--- src/rtl/uart_pkg.sv ---
// Shared UART definitions: parity modes, receiver states and the
// rounded baud divider used by both the receiver and the transmitter.
package uart_pkg;

   localparam int C_PAR_NONE = 0;
   localparam int C_PAR_ODD  = 1;
   localparam int C_PAR_EVEN = 2;

   typedef enum logic [2:0] {
      S_IDLE,
      S_START,
      S_DATA,
      S_PARITY,
      S_STOP,
      S_DONE,
      S_WAIT_HIGH
   } state_t;

   function automatic int f_baud_div(input int freq, input int baud);
      return (freq + baud / 2) / baud;
   endfunction

endpackage

--- src/rtl/uart_baud_tick.sv ---
// Loadable down-counter: after a load of L it emits a one-cycle tick
// L cycles later, then idles at zero until the next load.
module uart_baud_tick #(
   parameter int G_DIV = 104
) (
   input  logic                         clk,
   input  logic                         rst,
   input  logic                         load,
   input  logic [$clog2(G_DIV+1)-1:0]   load_val,
   output logic                         tick
);

   localparam int C_W = $clog2(G_DIV + 1);

   logic [C_W-1:0] cnt_q;

   always_ff @(posedge clk) begin
      if (rst) begin
         cnt_q <= '0;
      end else if (load) begin
         cnt_q <= load_val;
      end else if (cnt_q != '0) begin
         cnt_q <= cnt_q - C_W'(1);
      end
   end

   assign tick = (cnt_q == C_W'(1));

endmodule

--- src/rtl/uart_rx_cfg.sv ---
// Configurable UART receiver with parity, framing and break detection;
// keeps the receiving/dat_ready/dat_o contract of the fixed 8N1 uart_rx.
module uart_rx_cfg
   import uart_pkg::*;
#(
   parameter int G_FREQ_CLK  = 12_000_000,
   parameter int G_BAUD      = 115200,
   parameter int G_DATA_BITS = 8,
   parameter int G_PARITY    = 0,
   parameter int G_STOP_BITS = 1
) (
   input  logic                   clk,
   input  logic                   rst,
   input  logic                   uart_rx,
   output logic                   receiving,
   output logic                   dat_ready,
   output logic [G_DATA_BITS-1:0] dat_o,
   output logic                   parity_err,
   output logic                   frame_err,
   output logic                   break_det
);

   localparam int C_DIV  = f_baud_div(G_FREQ_CLK, G_BAUD);
   localparam int C_HALF = C_DIV / 2;
   localparam int C_CW   = $clog2(C_DIV + 1);

   localparam logic [C_CW-1:0] C_LD_DIV  = C_CW'(C_DIV);
   localparam logic [C_CW-1:0] C_LD_HALF = C_CW'(C_HALF);
   localparam logic [3:0] C_LAST_DATA = 4'(G_DATA_BITS - 1);
   localparam logic [3:0] C_LAST_STOP = 4'(G_STOP_BITS - 1);

   logic rx_meta;
   logic rx_s;

   state_t state_q;
   state_t state_d;

   logic            tick;
   logic            load;
   logic [C_CW-1:0] load_val;

   logic                   cnt_clr;
   logic                   cnt_inc;
   logic                   shift_en;
   logic                   par_en;
   logic                   stop_en;
   logic                   commit;
   logic [3:0]             bit_cnt_q;
   logic [G_DATA_BITS-1:0] shift_q;
   logic                   par_q;
   logic                   stop_err_q;

   logic frame_now;
   logic par_xor;
   logic par_now;

   logic [G_DATA_BITS-1:0] dat_q;
   logic                   perr_q;
   logic                   ferr_q;
   logic                   brk_q;

   uart_baud_tick #(
      .G_DIV (C_DIV)
   ) u_tick (
      .clk      (clk),
      .rst      (rst),
      .load     (load),
      .load_val (load_val),
      .tick     (tick)
   );

   // Idle-high reset value keeps a reset release from looking like a start bit
   always_ff @(posedge clk) begin
      if (rst) begin
         rx_meta <= 1'b1;
         rx_s    <= 1'b1;
      end else begin
         rx_meta <= uart_rx;
         rx_s    <= rx_meta;
      end
   end

   always_ff @(posedge clk) begin
      if (rst) begin
         state_q <= S_IDLE;
      end else begin
         state_q <= state_d;
      end
   end

   always_comb begin
      state_d  = state_q;
      load     = 1'b0;
      load_val = C_LD_DIV;
      cnt_clr  = 1'b0;
      cnt_inc  = 1'b0;
      shift_en = 1'b0;
      par_en   = 1'b0;
      stop_en  = 1'b0;
      commit   = 1'b0;
      unique case (state_q)
         S_IDLE: begin
            if (!rx_s) begin
               state_d  = S_START;
               load     = 1'b1;
               load_val = C_LD_HALF;
            end
         end
         S_START: begin
            if (tick) begin
               if (rx_s) begin
                  state_d = S_IDLE;
               end else begin
                  state_d = S_DATA;
                  load    = 1'b1;
                  cnt_clr = 1'b1;
               end
            end
         end
         S_DATA: begin
            if (tick) begin
               shift_en = 1'b1;
               load     = 1'b1;
               cnt_inc  = 1'b1;
               if (bit_cnt_q == C_LAST_DATA) begin
                  cnt_clr = 1'b1;
                  state_d = (G_PARITY != C_PAR_NONE) ? S_PARITY : S_STOP;
               end
            end
         end
         S_PARITY: begin
            if (tick) begin
               par_en  = 1'b1;
               load    = 1'b1;
               state_d = S_STOP;
            end
         end
         S_STOP: begin
            if (tick) begin
               stop_en = 1'b1;
               if (bit_cnt_q == C_LAST_STOP) begin
                  commit  = 1'b1;
                  state_d = S_DONE;
               end else begin
                  load    = 1'b1;
                  cnt_inc = 1'b1;
               end
            end
         end
         S_DONE: begin
            state_d = ferr_q ? S_WAIT_HIGH : S_IDLE;
         end
         S_WAIT_HIGH: begin
            if (rx_s) begin
               state_d = S_IDLE;
            end
         end
         default: begin
            state_d = S_IDLE;
         end
      endcase
   end

   always_ff @(posedge clk) begin
      if (rst) begin
         bit_cnt_q  <= '0;
         shift_q    <= '0;
         par_q      <= 1'b0;
         stop_err_q <= 1'b0;
      end else begin
         if (cnt_clr) begin
            bit_cnt_q  <= '0;
            stop_err_q <= 1'b0;
         end else if (cnt_inc) begin
            bit_cnt_q <= bit_cnt_q + 4'd1;
         end
         if (shift_en) begin
            shift_q <= {rx_s, shift_q[G_DATA_BITS-1:1]};
         end
         if (par_en) begin
            par_q <= rx_s;
         end
         if (stop_en && !rx_s) begin
            stop_err_q <= 1'b1;
         end
      end
   end

   // Final stop sample is folded in directly so all flags land with dat_o
   assign frame_now = stop_err_q | ~rx_s;
   assign par_xor   = ^{shift_q, par_q};
   assign par_now   = (G_PARITY == C_PAR_ODD)  ? ~par_xor :
                      (G_PARITY == C_PAR_EVEN) ?  par_xor : 1'b0;

   always_ff @(posedge clk) begin
      if (rst) begin
         dat_q  <= '0;
         perr_q <= 1'b0;
         ferr_q <= 1'b0;
         brk_q  <= 1'b0;
      end else if (commit) begin
         dat_q  <= shift_q;
         perr_q <= par_now;
         ferr_q <= frame_now;
         brk_q  <= frame_now & ~|shift_q;
      end
   end

   assign receiving  = (state_q == S_START) || (state_q == S_DATA) ||
                       (state_q == S_PARITY) || (state_q == S_STOP);
   assign dat_ready  = (state_q == S_DONE);
   assign dat_o      = dat_q;
   assign parity_err = perr_q;
   assign frame_err  = ferr_q;
   assign break_det  = brk_q;

endmodule

--- config.mk ---
export PLATFORM = sky130hd
export DESIGN_NAME = uart_rx_cfg
export DESIGN_NICKNAME = d
export VERILOG_FILES = /design/src/rtl/uart_pkg.sv /design/src/rtl/uart_baud_tick.sv /design/src/rtl/uart_rx_cfg.sv
export SDC_FILE = /design/constraint.sdc
export NUM_CORES = 1
export LEC_CHECK = 0
export ABC_AREA = 1
export BUFFER_PORTS_ARGS = -buffer_cell sky130_fd_sc_hd__clkbuf_2
export CORE_MARGIN = 3
export CORE_UTILIZATION = 58
export DETAILED_ROUTE_END_ITERATION = 7
export PLACE_DENSITY = 0.82
export SYNTH_ARGS = -nofsm -noshare
export SYNTH_HDL_FRONTEND = slang
export SYNTH_SLANG_ARGS = --single-unit
--- constraint.sdc ---
create_clock -name clk -period 1.63 [get_ports clk]
set_input_delay 0.4075 -clock clk [delete_from_list [all_inputs] [get_ports clk]]
set_output_delay 0.4075 -clock clk [all_outputs]
set_load 0.02 [all_outputs]
==> results.py, run 1 <==
metrics = {
    "synth": {
        "async_flop_share_pct": 0,
        "ys_seq_elements": 35,
        "syn_inst": 233,
        "synth.distinct_cells": 27,
        "synth-edff-count": 0,
        "synthFlopType": "dfxtp_1",
        "synth_warnings": 0,
        "seq_area_frac_synth_pct": 40.5,
        "syn_area_per_cell_um2": 7.42,
        "syn_nets": 241,
        "syn-cell-area_um2": 1730,
    },
    "placed_design": {
        "port_buffers": 14,
        "gp_congestion": 0.829,
        "hpwl_um": 2640,
        "dp_slack_ps": 92.7,
    },
    "worst_setup_path": {
        "cp_max_fo": 4,
        "rr_worst_depth": 8,
        "cp.arrival_ps": 1170,
        "end_kind": "output pin",
        "critPathRequiredTime_ps": 1220,
        "worst-setup-path-type": "reg -> out",
        "critPathLaunchType": "register",
    },
    "timing": {
        "skew_ps": 15.5,
        "max_freq_ghz": 0.633,
        "worst_slack_ps": 49.3,
        "setup-tns-final_ps": 0,
        "fin_crit_sh_pct": 97.0,
        "setup_viol": 0,
        "fin_crit_ps": 1580,
        "hold_viol": 0,
        "drv_slew": 0,
    },
    "global_route": {
        "busiest_layer": "met2",
        "grt_pass1_wl_um": 6640,
        "gr-total-overflow": 0,
        "grt_use_met3_pct": 7.02,
        "use_met2_pct": 37.7,
        "grt_antenna_before_repair": 0,
        "use_met1_pct": 31.7,
        "grt_start_max_net_pins": 18,
        "first_global_vias": 1460,
        "track_usage_pct": 24.4,
    },
    "finish": {
        "drive_above_1_share_pct": 25.7,
        "register_area_um2": 713,
        "finalNetCount": 272,
        "fillers": 190,
        "syn2layout_area_growth_pct": 21.5,
        "n_antenna_cell": 0,
        "multi_input_comb_area_um2": 923,
    },
    "pwr": {
        "p_leak_nw": 0.900,
        "ir_drop_uv": 1390,
        "p_per_area_nw_per_um2": 1700,
    },
    "clocking": {
        "cts.sinks": 35,
        "numCtsBuffers": 5,
        "root_buffer": "clkbuf_4",
        "htreeDepth": 2,
        "clock_path_buffers": 2,
        "cts_tree": "built",
        "clk_pin_slew_worst_paths_ps": 110,
        "clkLatencyLatePin_ps": 350,
    },
    "die": {
        "fp.dieW_um": 60.6,
        "rows": 19,
        "num_io_pins": 16,
        "die_h_um": 60.6,
        "start_util_pct": 61.6,
        "die_area_um2": 3670,
        "core_um2": 2810,
    },
    "hold_path": {
        "min-delay-path-class": "in -> reg",
        "hold-path-cell-count": 2,
    },
    "run": {
        "maxCapViolations": 0,
    },
    "routing": {
        "firstDrtPassIters": 4,
        "first_iter_violations": 128,
        "wl_per_cell_um": 13.7,
        "vias": 1625,
        "viasPerCell": 5.49,
        "ant_nets": 0,
        "drc_errors": 0,
        "wl_um": 4050,
    },
    "outcome": {
        "outcome": "finished clean",
    },
}
[flip-flops by register name (all words and copies together) (netlist names), 3 cells and up]
register      count
state_q           3
dat_o             8
shift_q           8
bit_cnt_q         4
u_tick.cnt_q      7
[placed cells by master, fill, tap and decap left out, drive strengths merged, types with 2 or more instances in the layout]
| cell | count |
|---|---|
| a21oi | 26 |
| buf | 17 |
| bufinv | 2 |
| clkbuf | 19 |
| dfxtp | 35 |
| ha | 5 |
| inv | 26 |
| nand2 | 54 |
| nand3 | 12 |
| nand4 | 4 |
| nor2 | 27 |
| nor3 | 5 |
| o21ai | 21 |
| or2 | 2 |
| xor2 | 7 |
[kinds of logic (layout without fill, tap and decap cells)]
| family | after synthesis | in the layout | synth area share (%) |
|---|---|---|---|
| buffers and inverters | 32 | 64 | 8.10 |
| and+or+nand+nor | 105 | 105 | 29.5 |
| other | 1 | 1 | 0.217 |
| xor gates and xnor gates | 7 | 7 | 3.55 |
| DFF | 35 | 35 | 40.5 |
| AOI/OAI and AO/OA | 48 | 48 | 14.5 |
| adders and majority gates | 5 | 5 | 3.62 |
[Yosys cell counts, types with 4 or more instances]
master	instances	area share, %
nand2_2	4	1.4
nand2_1	50	11
dfxtp_1	35	41
inv_1	23	5.0
nor2_1	19	4.1
a21oi_1	26	7.5
xor2_1	7	3.5
ha_1	5	3.6
o21ai_1	6	1.7
nor3_1	4	1.2
nor2_2	4	1.4
nor2_4	4	2.6
nand3_1	12	3.5
o21ai_0	13	3.8
[final timing paths]
check / from / end / slack [ps]
hold reg to reg: rx_meta / rx_s / 420
hold / removal: uart_rx / rx_meta / 240
setup reg to reg: u_tick.cnt_q[1] / dat_o[4] / 60
setup / recovery: state_q[0] / receiving / 50
[report_power, final]
group	switching (mW)	total [mW]	internal [mW]
clock network	0.301	0.779	0.479
logic	0.976	1.62	0.639
registers	0.161	1.17	1.01
total	1.44	3.57	2.13
[layout make-up]
type | instances | area share, %
Inverter | 26 | 4.88
Multi-Input combinational cell | 166 | 44.0
Tap cell | 31 | 1.85
Sequential cell | 35 | 33.9
Timing Repair Buffer | 30 | 10.5
Clock buffer | 6 | 1.97
Clock inverter | 2 | 2.86
[worst max-delay path, cell delays in order, from the launching register on]
cell      delay (ps)
dfxtp_4          380
nor2_4           160
nand2_4           70
nand2_2           80
clkbuf_8         140
[stage by stage]
| stage | power, mW | instances | hold WS (ps) | utilization [%] | cell area, um^2 |
|---|---|---|---|---|---|
| 6_report | 3.57 | 296 | 237 | 74.9 | 2100 |
| 5_1_grt | 3.82 | 296 | 219 | 74.9 | 2100 |
| 2_1_floorplan | 2.18 | 233 | 389 | - | 1730 |
| 3_5_place_dp | 2.45 | 277 | 405 | 65.3 | 1830 |
| 4_1_cts | 3.41 | 290 | 218 | 71.5 | 2000 |
| 3_3_place_gp | 2.42 | 277 | 393 | 65.3 | 1830 |
[routing by layer]
layer  vias up  share of wire [%]
li1        813                  -
met1       734                 42
met2        62                 48
met3        16                5.7
met4         0                3.7
met5         -                  0
[timing repair]
action	in CTS	in global routing
hold buffers	0	0
setup buffers	5	6
pin swaps	2	4
gates resized for setup	13	15
setup endpoints to repair	2	21
Power figures use the tool's default switching activity.
==> run 2: changes to the inputs <==
- RECOVER_POWER: not set -> 25
==> run 2 against run 1 <==
Net effect: register-to-register slack about the same; non-clock buffer count did not move; clock-buffer cell count is the same; combinational power hardly changed; largest cell class unchanged.
==> results.py, run 2 (synthesis gave the netlist of run 1 again) <==
metrics = {
    "placed_design": {
        "gp_congestion": 0.829,
        "post_dp_cell_area_um2": 1830,
        "dp_slack_ps": 92.7,
        "port_buffers": 14,
        "hpwl_um": 2640,
        "placed_cells": 277,
    },
    "timing": {
        "worst_slack_ps": 47.3,
        "fin_crit_ps": 1580,
        "setup_viol": 0,
        "fin_hold_ws_ps": 237,
        "fin_crit_sh_pct": 97.1,
        "max_freq_ghz": 0.632,
        "hold_viol": 0,
        "skew_ps": 16.0,
        "drv_slew": 0,
    },
    "clocking": {
        "cts_hold_buf": 0,
        "numCtsBuffers": 5,
        "htreeDepth": 2,
        "cts.sinks": 35,
        "clk_pin_slew_worst_paths_ps": 110,
        "clkLatencyLatePin_ps": 350,
        "cts_tree": "built",
        "clock_path_buffers": 2,
        "root_buffer": "clkbuf_4",
    },
    "routing": {
        "wl_per_cell_um": 13.7,
        "drc_errors": 0,
        "ant_nets": 0,
        "first_iter_violations": 130,
        "viasPerCell": 5.50,
        "firstDrtPassIters": 4,
        "vias": 1628,
        "wl_um": 4060,
    },
    "finish": {
        "final_cells": 296,
        "final_cell_mix": "nand2_1 (49), dfxtp_1 (31), a21oi_1 (26), inv_1 (21), nor2_1 (19)",
        "register_area_um2": 713,
        "final_common_cell": "nand2_1",
        "drive_above_1_share_pct": 21.9,
        "multi_input_comb_area_um2": 923,
        "n_antenna_cell": 0,
        "syn2layout_area_growth_pct": 20.8,
        "fillers": 200,
        "utilization_pct": 74.4,
        "fin_area_um2": 2090,
        "finalNetCount": 272,
    },
    "die": {
        "core_um2": 2810,
        "num_io_pins": 16,
        "die_area_um2": 3670,
        "die_h_um": 60.6,
        "start_util_pct": 61.6,
        "fp.dieW_um": 60.6,
        "rows": 19,
    },
    "worst_setup_path": {
        "cp.arrival_ps": 1180,
        "end_kind": "output pin",
        "worst-setup-path-type": "reg -> out",
        "critPathLaunchType": "register",
        "cp_max_fo": 4,
        "critPathRequiredTime_ps": 1220,
    },
    "global_route": {
        "first_global_vias": 1460,
        "track_usage_pct": 24.4,
        "gr-total-overflow": 0,
        "grt_antenna_before_repair": 0,
        "grt_start_max_net_pins": 18,
        "grt_pass1_wl_um": 6640,
    },
    "pwr": {
        "p_per_area_nw_per_um2": 1710,
        "ir_drop_uv": 1390,
        "p_leak_nw": 0.865,
    },
    "outcome": {
        "outcome": "finished clean",
    },
    "run": {
        "maxCapViolations": 0,
    },
    "hold_path": {
        "min-delay-path-class": "in -> reg",
    },
}
-- run 2: through the flow --
step	total power, mW	setup TNS [ps]
2_1_floorplan	2.18	0
3_3_place_gp	2.42	0
3_5_place_dp	2.45	0
4_1_cts	3.41	0
5_1_grt	3.82	-173
6_report	3.57	0
-- run 2: final cells by class --
class	instances	area share, %
flip-flops and latches	35	34.2
clock buffers	6	1.98
inverters	26	4.91
well taps	31	1.86
multi-input cells	166	44.2
repair buffers	30	10.0
clock inverters	2	2.88
-- run 2: final timing paths --
kind | from | end | slack, ps | cells past startpoint
max | state_q[0] | receiving | 50 | 4
min | uart_rx | rx_meta | 240 | 2
max reg2reg | u_tick.cnt_q[1] | dat_o[4] | 60 | 8
min reg2reg | rx_meta | rx_s | 420 | 1
-- run 2: critical path, cell delays in order (launching register included) --
cell      delay [ps]
dfxtp_4          380
nor2_4           160
nand2_4           70
nand2_2           80
clkbuf_8         140
-- run 2: what timing repair did --
item / CTS / global route
resized for setup: 13 / 15
endpoints found under the setup margin: 2 / 21
gates cloned: 0 / 0
setup buffers: 5 / 6
pin swaps: 2 / 4
-- run 2: report_power, final --
| group | total (mW) | switching, mW | internal, mW |
|---|---|---|---|
| logic | 1.61 | 0.975 | 0.639 |
| registers | 1.17 | 0.164 | 1.01 |
| clock network | 0.779 | 0.301 | 0.479 |
-- run 2: routing by layer --
metal | global-route usage, % | wire length, um | share of wire [%] | up-vias
met2 | 37.7 | 1980 | 49 | 61
li1 | - | - | - | 815
met5 | 0 | 0 | 0 | -
met1 | 31.7 | 1750 | 43 | 737
met3 | 7.02 | 199 | 4.9 | 15
met4 | 11.1 | 126 | 3.1 | 0
